### config.mk
export PLATFORM = sky130hd
export DESIGN_NAME = pic_prio_sequencer_flat
export DESIGN_NICKNAME = d
export VERILOG_FILES = /design/src/rtl/pic_prio_sequencer_if.sv /design/src/rtl/pic_prio_sequencer.sv /design/src/flat_wrapper.sv
export SDC_FILE = /design/constraint.sdc
export NUM_CORES = 1
export LEC_CHECK = 0
export ABC_AREA = 1
export CAP_MARGIN = 15
export CORE_MARGIN = 2
export CORE_UTILIZATION = 60
export DETAILED_ROUTE_END_ITERATION = 10
export PLACE_DENSITY = 0.87
export SLEW_MARGIN = 10
export SYNTH_ARGS = -nofsm -noshare
export SYNTH_HDL_FRONTEND = slang
export SYNTH_SLANG_ARGS = --single-unit
### constraint.sdc
create_clock -name clk -period 12.86 [get_ports clk]
set_input_delay 1.286 -clock clk [delete_from_list [all_inputs] [get_ports clk]]
set_output_delay 1.286 -clock clk [all_outputs]
set_load 0.005 [all_outputs]
### src/rtl/pic_prio_sequencer_if.sv
// pic_prio_sequencer_if
//  Bundle between the PIC control/register logic and the priority sequencer.
//  master : drives requests, mask, INTA, vector base, EOI/priority commands.
//  slave  : the sequencer; returns int_o, irr_clr, isr and the bus vector.
//  Optional aeoi signal exists only when PIC_AEOI_EN is defined.
interface pic_prio_sequencer_if;
  logic [7:0] irr;
  logic [7:0] imr;
  logic       inta_n;
  logic [4:0] vec_base;
  logic       eoi_wr;
  logic       eoi_spec;
  logic [2:0] eoi_lvl;
  logic       eoi_rot;
  logic       set_prio;
`ifdef PIC_AEOI_EN
  logic       aeoi;
`endif
  logic       int_o;
  logic [7:0] irr_clr;
  logic [7:0] isr;
  logic [7:0] data_o;
  logic       data_oe;

  modport master (
`ifdef PIC_AEOI_EN
    output aeoi,
`endif
    output irr, imr, inta_n, vec_base, eoi_wr, eoi_spec, eoi_lvl, eoi_rot, set_prio,
    input  int_o, irr_clr, isr, data_o, data_oe
  );

  modport slave (
`ifdef PIC_AEOI_EN
    input  aeoi,
`endif
    input  irr, imr, inta_n, vec_base, eoi_wr, eoi_spec, eoi_lvl, eoi_rot, set_prio,
    output int_o, irr_clr, isr, data_o, data_oe
  );
endinterface

### src/rtl/pic_prio_sequencer.sv
// pic_prio_sequencer
//  Priority resolver + INTA sequencer for an 8-level PIC. Picks the highest
//  priority unmasked request (rotating priority, lowest-priority pointer lp),
//  raises int_o, runs the two-pulse INTA handshake, owns the ISR and drives
//  the vector {vec_base, level} during the second INTA pulse.
//  Ports: clk, rst (async, active high), bus (pic_prio_sequencer_if.slave).
//  Option: PIC_AEOI_EN adds bus.aeoi; auto-EOI clears isr[win] at the end
//  of the second INTA pulse.
module pic_prio_sequencer #(
  parameter int         NLVL     = 8,
  parameter logic [2:0] SPUR_LVL = 3'd7
) (
  input  logic                clk,
  input  logic                rst,
  pic_prio_sequencer_if.slave bus
);

  typedef enum logic [1:0] {IDLE, REQ, ACK1, ACK2} state_t;

  localparam logic [NLVL-1:0] ONE = NLVL'(1);

  // {found, level} of the highest-priority set bit; priority runs lp+1 .. lp
  function automatic logic [3:0] top_lvl(input logic [NLVL-1:0] v, input logic [2:0] lp);
    logic [3:0] r;
    logic [2:0] l;
    r = 4'd0;
    for (int i = NLVL - 1; i >= 0; i--) begin
      l = lp + 3'(i) + 3'd1;
      if (v[l]) r = {1'b1, l};
    end
    return r;
  endfunction

  // 0 = highest priority
  function automatic logic [2:0] rank(input logic [2:0] l, input logic [2:0] lp);
    return l - lp - 3'd1;
  endfunction

  state_t          state;
  logic [2:0]      inta_pipe;   // [0] meta flop, [1] synced, [2] previous synced
  logic [2:0]      lp_q;
  logic [2:0]      win_q;
  logic [NLVL-1:0] isr_q;
  logic [NLVL-1:0] irr_clr_q;
  logic [7:0]      data_q;
  logic            data_oe_q;
  logic            int_q;
`ifdef PIC_AEOI_EN
  logic            spur_q;
`endif

  logic            pulse, rise;
  logic [NLVL-1:0] cand, eoi_clr, isr_eoi, isr_nxt;
  logic [3:0]      isr_top, cand_top, post_top;
  logic            eoi_hit, req_valid, enter_ack1, ack2_exit, aeoi_fire;
  logic [2:0]      eoi_at, lp_nxt;

  assign pulse = inta_pipe[2] & ~inta_pipe[1];
  assign rise  = ~inta_pipe[2] & inta_pipe[1];

  assign enter_ack1 = ((state == IDLE) || (state == REQ)) && pulse;
  assign ack2_exit  = (state == ACK2) && rise;

`ifdef PIC_AEOI_EN
  assign aeoi_fire = ack2_exit & bus.aeoi & ~spur_q;
`else
  assign aeoi_fire = 1'b0;
`endif

  always_comb begin
    cand    = bus.irr & ~bus.imr;
    isr_top = top_lvl(isr_q, lp_q);

    // EOI is applied before the request is evaluated so a same-cycle ACK1
    // sees the post-clear ISR.
    eoi_clr = '0;
    eoi_hit = 1'b0;
    eoi_at  = isr_top[2:0];
    if (bus.eoi_wr) begin
      if (bus.eoi_spec) begin
        eoi_clr[bus.eoi_lvl] = 1'b1;
        eoi_hit = 1'b1;
        eoi_at  = bus.eoi_lvl;
      end else if (isr_top[3]) begin
        eoi_clr[isr_top[2:0]] = 1'b1;
        eoi_hit = 1'b1;
      end
    end
    isr_eoi = isr_q & ~eoi_clr;

    cand_top  = top_lvl(cand, lp_q);
    post_top  = top_lvl(isr_eoi, lp_q);
    req_valid = cand_top[3] &&
                (!post_top[3] || (rank(cand_top[2:0], lp_q) < rank(post_top[2:0], lp_q)));

    isr_nxt = isr_eoi;
    if (enter_ack1 && req_valid) isr_nxt = isr_nxt | (ONE << cand_top[2:0]);
    if (aeoi_fire)               isr_nxt = isr_nxt & ~(ONE << win_q);

    // explicit EOI beats auto-EOI rotation; set_prio loses to any EOI strobe
    lp_nxt = lp_q;
    if (aeoi_fire && bus.eoi_rot) lp_nxt = win_q;
    if (bus.eoi_wr) begin
      if (bus.eoi_rot && eoi_hit) lp_nxt = eoi_at;
    end else if (bus.set_prio) begin
      lp_nxt = bus.eoi_lvl;
    end
  end

  always_ff @(posedge clk or posedge rst) begin
    if (rst) begin
      state     <= IDLE;
      inta_pipe <= 3'b111;
      lp_q      <= 3'd7;
      win_q     <= 3'd0;
      isr_q     <= '0;
      irr_clr_q <= '0;
      data_q    <= 8'd0;
      data_oe_q <= 1'b0;
      int_q     <= 1'b0;
`ifdef PIC_AEOI_EN
      spur_q    <= 1'b0;
`endif
    end else begin
      inta_pipe <= {inta_pipe[1:0], bus.inta_n};
      isr_q     <= isr_nxt;
      lp_q      <= lp_nxt;
      irr_clr_q <= '0;
      if (enter_ack1) begin
        // a pulse in IDLE is simply an acknowledge that may turn out spurious
        state <= ACK1;
        int_q <= 1'b0;
        win_q <= req_valid ? cand_top[2:0] : SPUR_LVL;
        if (req_valid) irr_clr_q <= ONE << cand_top[2:0];
`ifdef PIC_AEOI_EN
        spur_q <= ~req_valid;
`endif
      end else begin
        case (state)
          IDLE: if (req_valid) begin
            state <= REQ;
            int_q <= 1'b1;
          end
          REQ: if (!req_valid) begin
            state <= IDLE;
            int_q <= 1'b0;
          end
          ACK1: if (pulse) begin
            state     <= ACK2;
            data_q    <= {bus.vec_base, win_q};
            data_oe_q <= 1'b1;
          end
          ACK2: if (rise) begin
            state     <= IDLE;
            data_q    <= 8'd0;
            data_oe_q <= 1'b0;
          end
          default: state <= IDLE;
        endcase
      end
    end
  end

  assign bus.int_o   = int_q;
  assign bus.irr_clr = irr_clr_q;
  assign bus.isr     = isr_q;
  assign bus.data_o  = data_q;
  assign bus.data_oe = data_oe_q;

endmodule

### src/flat_wrapper.sv
// flat-port wrapper written by rule: the top's interface ports become plain ports
module pic_prio_sequencer_flat 
#(
  parameter int         NLVL     = 8,
  parameter logic [2:0] SPUR_LVL = 3'd7
)
  (clk, rst, bus_irr, bus_imr, bus_inta_n, bus_vec_base, bus_eoi_wr, bus_eoi_spec, bus_eoi_lvl, bus_eoi_rot, bus_set_prio, bus_int_o, bus_irr_clr, bus_isr, bus_data_o, bus_data_oe);
  pic_prio_sequencer_if bus_i ();
  input  logic clk;
  input  logic rst;
  input wire logic [$bits(bus_i.irr)-1:0] bus_irr;
  input wire logic [$bits(bus_i.imr)-1:0] bus_imr;
  input wire logic [$bits(bus_i.inta_n)-1:0] bus_inta_n;
  input wire logic [$bits(bus_i.vec_base)-1:0] bus_vec_base;
  input wire logic [$bits(bus_i.eoi_wr)-1:0] bus_eoi_wr;
  input wire logic [$bits(bus_i.eoi_spec)-1:0] bus_eoi_spec;
  input wire logic [$bits(bus_i.eoi_lvl)-1:0] bus_eoi_lvl;
  input wire logic [$bits(bus_i.eoi_rot)-1:0] bus_eoi_rot;
  input wire logic [$bits(bus_i.set_prio)-1:0] bus_set_prio;
  output wire logic [$bits(bus_i.int_o)-1:0] bus_int_o;
  output wire logic [$bits(bus_i.irr_clr)-1:0] bus_irr_clr;
  output wire logic [$bits(bus_i.isr)-1:0] bus_isr;
  output wire logic [$bits(bus_i.data_o)-1:0] bus_data_o;
  output wire logic [$bits(bus_i.data_oe)-1:0] bus_data_oe;
  assign bus_i.irr = bus_irr;
  assign bus_i.imr = bus_imr;
  assign bus_i.inta_n = bus_inta_n;
  assign bus_i.vec_base = bus_vec_base;
  assign bus_i.eoi_wr = bus_eoi_wr;
  assign bus_i.eoi_spec = bus_eoi_spec;
  assign bus_i.eoi_lvl = bus_eoi_lvl;
  assign bus_i.eoi_rot = bus_eoi_rot;
  assign bus_i.set_prio = bus_set_prio;
  assign bus_int_o = bus_i.int_o;
  assign bus_irr_clr = bus_i.irr_clr;
  assign bus_isr = bus_i.isr;
  assign bus_data_o = bus_i.data_o;
  assign bus_data_oe = bus_i.data_oe;
  pic_prio_sequencer #(.NLVL(NLVL), .SPUR_LVL(SPUR_LVL)) u_core (.clk(clk), .rst(rst), .bus(bus_i));
endmodule
[Word level (Yosys, flattened, before mapping)]
Index checks and enable logic that the tools add are counted.
Word-level totals
  flip-flop bits (word level): 37
  input port bits: 31
  output and inout bits: 26
  logic and storage cells: 184
Cells by class
  add/sub/neg operators: 18
  magnitude comparators: 13
  equality and inequality tests: 10
  shift-type cells: 1
  multiplexer cells: 106
  bitwise logic cells: 10
  reduce and logical (&&, ||, !) cells: 17
Operators with widths (count)
  2-to-1 mux 4 bit: 24
  binary-select mux 1 bit (select 3 bit): 24
  2-to-1 mux 8 bit: 8
  < comparator 3 x 4 -> 1 bit, second input constant: 10
  2-to-1 mux 1 bit: 34
  adder 3 x 1 -> 3 bit, second input constant: 8
  AND 8 bit: 2
  inverter 8 bit: 2
  case mux 8 bit (2 select lines): 1
  2-to-1 mux 3 bit: 5
  adder 3 bit, second input constant: 4
  2-to-1 mux 2 bit: 5
  != test 3 x 1 -> 1 bit, second input constant: 3
  bitwise OR 8 bit: 1
  case mux 2 bit (4 select lines): 1
  AND reduction 4 bit: 2
  left shift 1 x 3 -> 8 bit, first input constant: 1
  adder 3 x 2 -> 3 bit, second input constant: 2
  demux 1 bit (select 3 bit): 2
  >= comparator 3 x 1 -> 1 bit, second input constant: 2
  logical AND 1 bit: 6
  != test 2 x 1 -> 1 bit, second input constant: 3
  subtractor 3 x 1 -> 3 bit, second input constant: 2
  subtractor 3 bit: 2
  other kinds (14): 21

[Longest topological paths before layout]
  word-level depth: 39
  mapped depth: 50
  mapped depth without buffers: 47

[Least setup slack after synthesis]
Ideal clock, no wire load.
  kind: flip-flop to flip-flop
  start point: reg u_core.lp_q[0]
  end point: reg u_core.isr_q[1], in the netlist u_core.bus.isr[1]
  data arrival time: 5654 ps
  required time: 12783 ps
  path slack: 7129 ps
  stages on the path, launching flop included: 45
  path buffers: 5
  period minus slack after synthesis: 5731 ps
  cells stage by stage: dfstp_2 -> inv_2 -> buf_6 -> clkbuf_1 -> buf_2 -> ha_1 -> buf_4 -> xnor2_1 -> buf_2 -> nand2_1 -> nand2_1 -> nor2_1 -> nor2_2 -> inv_2 -> o21ai_0 -> inv_1 -> nand2_2 -> nand2_2 -> [... 9 more ...] -> o21ai_0 -> nand2_1 -> nand2_1 -> nand3_1 -> nand2_1 -> ha_1 -> fa_1 -> xor2_1 -> nand3b_1 -> nand2_1 -> ha_1 -> a21oi_1 -> nand2_1 -> nand2_2 -> nand2_4 -> nor2_8 -> nand2_4 -> o21ai_1
Between the ends
  word-level cells in the longest chain between the ends: 38
  elaborated cells on any way between the ends: 108
RTL lines
  start: declaration: line pic_prio_sequencer.sv:41  | logic [2:0] lp_q;
  start signal: assignment: line pic_prio_sequencer.sv:127  | lp_q <= lp_nxt;
  adder 3 bit: line pic_prio_sequencer.sv:28  | l = lp + 3'(i) + 3'd1;
  adder 3 x 1 -> 3 bit: line pic_prio_sequencer.sv:28
  binary-select mux 1 bit (select 3 bit): line pic_prio_sequencer.sv:29  | if (v[l]) r = {1'b1, l};
  2-to-1 mux 1 bit (implied by the code): line pic_prio_sequencer.sv:29
  2-to-1 mux 4 bit (8 in a row): line pic_prio_sequencer.sv:29
  < comparator 3 x 4 -> 1 bit (implied by the code) or >= comparator 3 x 1 -> 1 bit (tied branches): line pic_prio_sequencer.sv:85  | eoi_clr[isr_top[2:0]] = 1'b1;
  logical AND 1 bit (implied by the code): line pic_prio_sequencer.sv:85
  2-to-1 mux 1 bit (implied by the code): line pic_prio_sequencer.sv:85
  [... 16 more ...]
  subtractor 3 bit: line pic_prio_sequencer.sv:36  | return l - lp - 3'd1;
  subtractor 3 x 1 -> 3 bit: line pic_prio_sequencer.sv:36
  < comparator 3 bit: line pic_prio_sequencer.sv:94  | (!post_top[3] || (rank(cand_top[2:0], lp_q) < rank(post_top[2:0], lp_q)));
  logical OR 1 bit: line pic_prio_sequencer.sv:94
  logical AND 1 bit: line pic_prio_sequencer.sv:93  | req_valid = cand_top[3] &&
  logical AND 1 bit: line pic_prio_sequencer.sv:97  | if (enter_ack1 && req_valid) isr_nxt = isr_nxt | (ONE << cand_top[2:0]);
  2-to-1 mux 8 bit (*): line pic_prio_sequencer.sv:97
  net u_core.isr_nxt[1]: line pic_prio_sequencer.sv:53  | logic [NLVL-1:0] cand, eoi_clr, isr_eoi, isr_nxt;
  end signal: assignment: line pic_prio_sequencer.sv:126  | isr_q <= isr_nxt;
  end: declaration: line pic_prio_sequencer.sv:43  | logic [NLVL-1:0] isr_q;
The timed path passes the listed nets; every way through them passes the cells marked *. The select of a mux whose other input is x is not followed.
A chain may end at the register's enable or synchronous reset.

[Worst setup path in the final report]
Ends and elaborated chain as after synthesis.

==> results by group <==
Outcome
  – Status: complete, no violations

Min path
  – Worst hold start: u_core.inta_pipe[0]
  – Worst Hold Class: reg -> reg

GRT
  – Vias in the first global route: 4377
  – Initial antenna violation count: 0
  – GR Overflow Total: 0
  – Tot GR Track Use: 34.6%
  – Met3 usage: 7.46%
  – First-pass GRT wire length: 19800 um
  – Gr busiest metal: met2
  – Largest net degree at the start of global routing: 38
  – Met2 Usage GRT: 60.2%
  – GR Layer Usage met1: between 40% and 50%

Setup path
  – Setup CP Type: reg -> reg
  – Slowest cell on the critical path: dfstp_2
  – CP most frequent cell: nand2_1
  – Max incr delay on CP: between 800 and 900 ps
  – Crit path max fanout: 32
  – Setup crit end kind: flop
  – Crit. Startpoint: u_core.lp_q[0]
  – FF-to-FF Start: u_core.lp_q[0]
  – WP data required: 13070 ps
  – CP Data Arrival Time: approximately 7800 ps
  – Worst setup SP type: flop

STA
  – Maximum clock rate: 132 MHz
  – Worst-margin pin slew: between 600 and 700 ps
  – Final period util: 58.7%
  – Crit path time final: roughly 7600 ps
  – Final setup viols: 0
  – Relative slew slack: a little under three fifths
  – Final Skew: slightly above 9 ps
  – Final setup TNS: 0 ps
  – Fin. max-slew vios: 0
  – Final hold violation count: 0
  – RSZ-0062 raised after global routing: false

Routing
  – DR DRC count: 0
  – Detailed Routing Iterations Pass 1: 5
  – Vias/cell: 5.93
  – Via count: 4514
  – Routed WL per cell: 15.7 um
  – Total Wirelength: about 12000 um
  – Drt initial violations: around 400
  – Remaining antenna violation count after routing: 0

Clocking
  – Bufs on Longest Clock Path: 2
  – Clock Latency Late Sink: 300 ps
  – H-tree Lvls: 2
  – Clock root cell: clkbuf_8
  – # Post-CTS Setup Buffers: 0
  – CTS buffer count: 5
  – Clock Pin Slew Worst Setup and Hold Paths: about 70 ps
  – Hold Buf Count CTS: 0
  – Clock tree from TritonCTS: yes
  – Clock sinks: 37
  – Post-CTS Resized: 0

Place
  – Placer congestion estimate: 1.03
  – HPWL Detailed: between 8000 and 9000 um
  – Number of port buffers: 56

Final layout
  – Nets: 725
  – Reg area: between 900 and 1000 um^2
  – Area Growth Syn to Fin: 17.1%
  – Multi-input gate area: about 2400 um^2
  – Antenna diodes: 0
  – Fillers: slightly above 500
  – Share of cells above drive strength 1: 8.89%

Yosys
  – Post-synthesis net count: slightly below 700
  – Number of synthesized flops with an enable pin: 0
  – Most common cell in the netlist: nand2_1
  – Top cell type's share of synthesized area: 20.5%
  – Top cell type by total area after synthesis: dfrtp_1
  – Ys Warns: 0
  – Synth area leaders: dfrtp_1, nand2_1, nand3_1
  – Post-synth cell types: 37
  – Synthesized area: 3780 um^2
  – Syn_area_per_cell: 5.94 um^2
  – Synth cell count leaders: nand2_1, nand3_1, inv_1, nor2_1, o21ai_0
  – FF+latch count, synth: 37
  – FFs w/ async S/R, synth: 100%
  – Post-synth top flop: dfrtp_1
  – Sequential share of the synthesized area: 24.7%
  – Cells after synthesis: approximately 640

Floorplanning
  – FP Rows: 28
  – Die width: 83.4 um
  – Die H: ~83 um
  – Die Footprint: 6960 um^2
  – # IOs: 57
  – Core area: 6030 um^2
  – Effective utilization at floorplan: 62.8%

Flow run
  – Max Cap Viol: 0
[per-layer routing]
layer,vias to the layer above,wire [um]
met5,-,0
met4,0,449
met3,59,1270
met2,318,5660
met1,2006,4570
li1,2131,-
[sequential cells by signal (all words and copies together), names as in the netlist]
name	flops
u_core.bus.isr	8
u_core.bus.int_o	1
u_core.inta_pipe	3
u_core.bus.data_oe	1
u_core.lp_q	3
u_core.state	2
u_core.win_q	3
u_core.bus.irr_clr	8
u_core.bus.data_o	8
[worst max-delay path, delay by kind of cell (launching register included)]
| family | cells | cell delay, ps |
|---|---|---|
| AOI/OAI and AO/OA | 8 | 1290 |
| adders and majority gates | 4 | 1710 |
| buffers and inverters | 3 | 950 |
| and+or+nand+nor | 22 | 2470 |
| DFF | 1 | 880 |
| xor gates and xnor gates | 1 | 180 |
[worst paths after layout]
| path | depth (start not counted) | end | slack [ps] |
|---|---|---|---|
| hold reg to reg | 0 | u_core.inta_pipe[1] | 360 |
| hold / removal | 0 | u_core.inta_pipe[1] | 360 |
| setup / recovery | 38 | u_core.bus.isr[1] | 5310 |
| max in group asynchronous | 3 | u_core.lp_q[0] | 11100 |
| min in group asynchronous | 3 | u_core.bus.irr_clr[1] | 1400 |
| setup reg to reg | 38 | u_core.bus.isr[1] | 5310 |
[cells by family after synthesis]
family	synth area share, %
compound gates	14.0
simple gates	44.0
fa+ha+maj	3.37
xor+xnor	2.22
flops	24.7
buf+inv	11.7
[cells in the final DEF (no fill, tap or decap), types with 5 or more instances in the layout]
| cell type | Yosys | final |
|---|---|---|
| o21ai_0 | 45 | 45 |
| o21ai_1 | 9 | 9 |
| clkdlybuf4s50_1 | 0 | 56 |
| nand3_1 | 81 | 81 |
| nor2_1 | 52 | 52 |
| clkbuf_8 | 0 | 5 |
| nand2_2 | 20 | 20 |
| dfrtp_1 | 31 | 31 |
| inv_2 | 9 | 9 |
| a21oi_1 | 26 | 26 |
| inv_1 | 80 | 80 |
| ha_1 | 7 | 7 |
| nand2_1 | 204 | 204 |
| nand4_1 | 7 | 7 |
| dfstp_2 | 6 | 6 |
| a31oi_1 | 6 | 6 |
| nor2_2 | 6 | 6 |
[stage by stage]
step	cells	worst slack, ps	utilization [%]	hold WS (ps)	cell area, um^2
3_5_place_dp	753	5560	72.2	347	4350
3_3_place_gp	753	5680	72.2	346	4350
2_1_floorplan	637	7130	-	345	3780
6_report	761	5310	73.5	356	4430
4_1_cts	761	5500	73.5	358	4430
5_1_grt	761	4710	73.5	365	4430
[final cells by class]
cell class	instances	share of cell area, %
Multi-Input combinational cell	493	54.3
Clock inverter	2	0.226
Inverter	90	7.62
Sequential cell	37	21.1
Tap cell	75	2.12
Clock buffer	6	1.64
Timing Repair Buffer	58	13.0
Power is left out: the tool's default activity adds up to more than one toggle a clock period on the data nets, which glitch-free logic cannot reach.
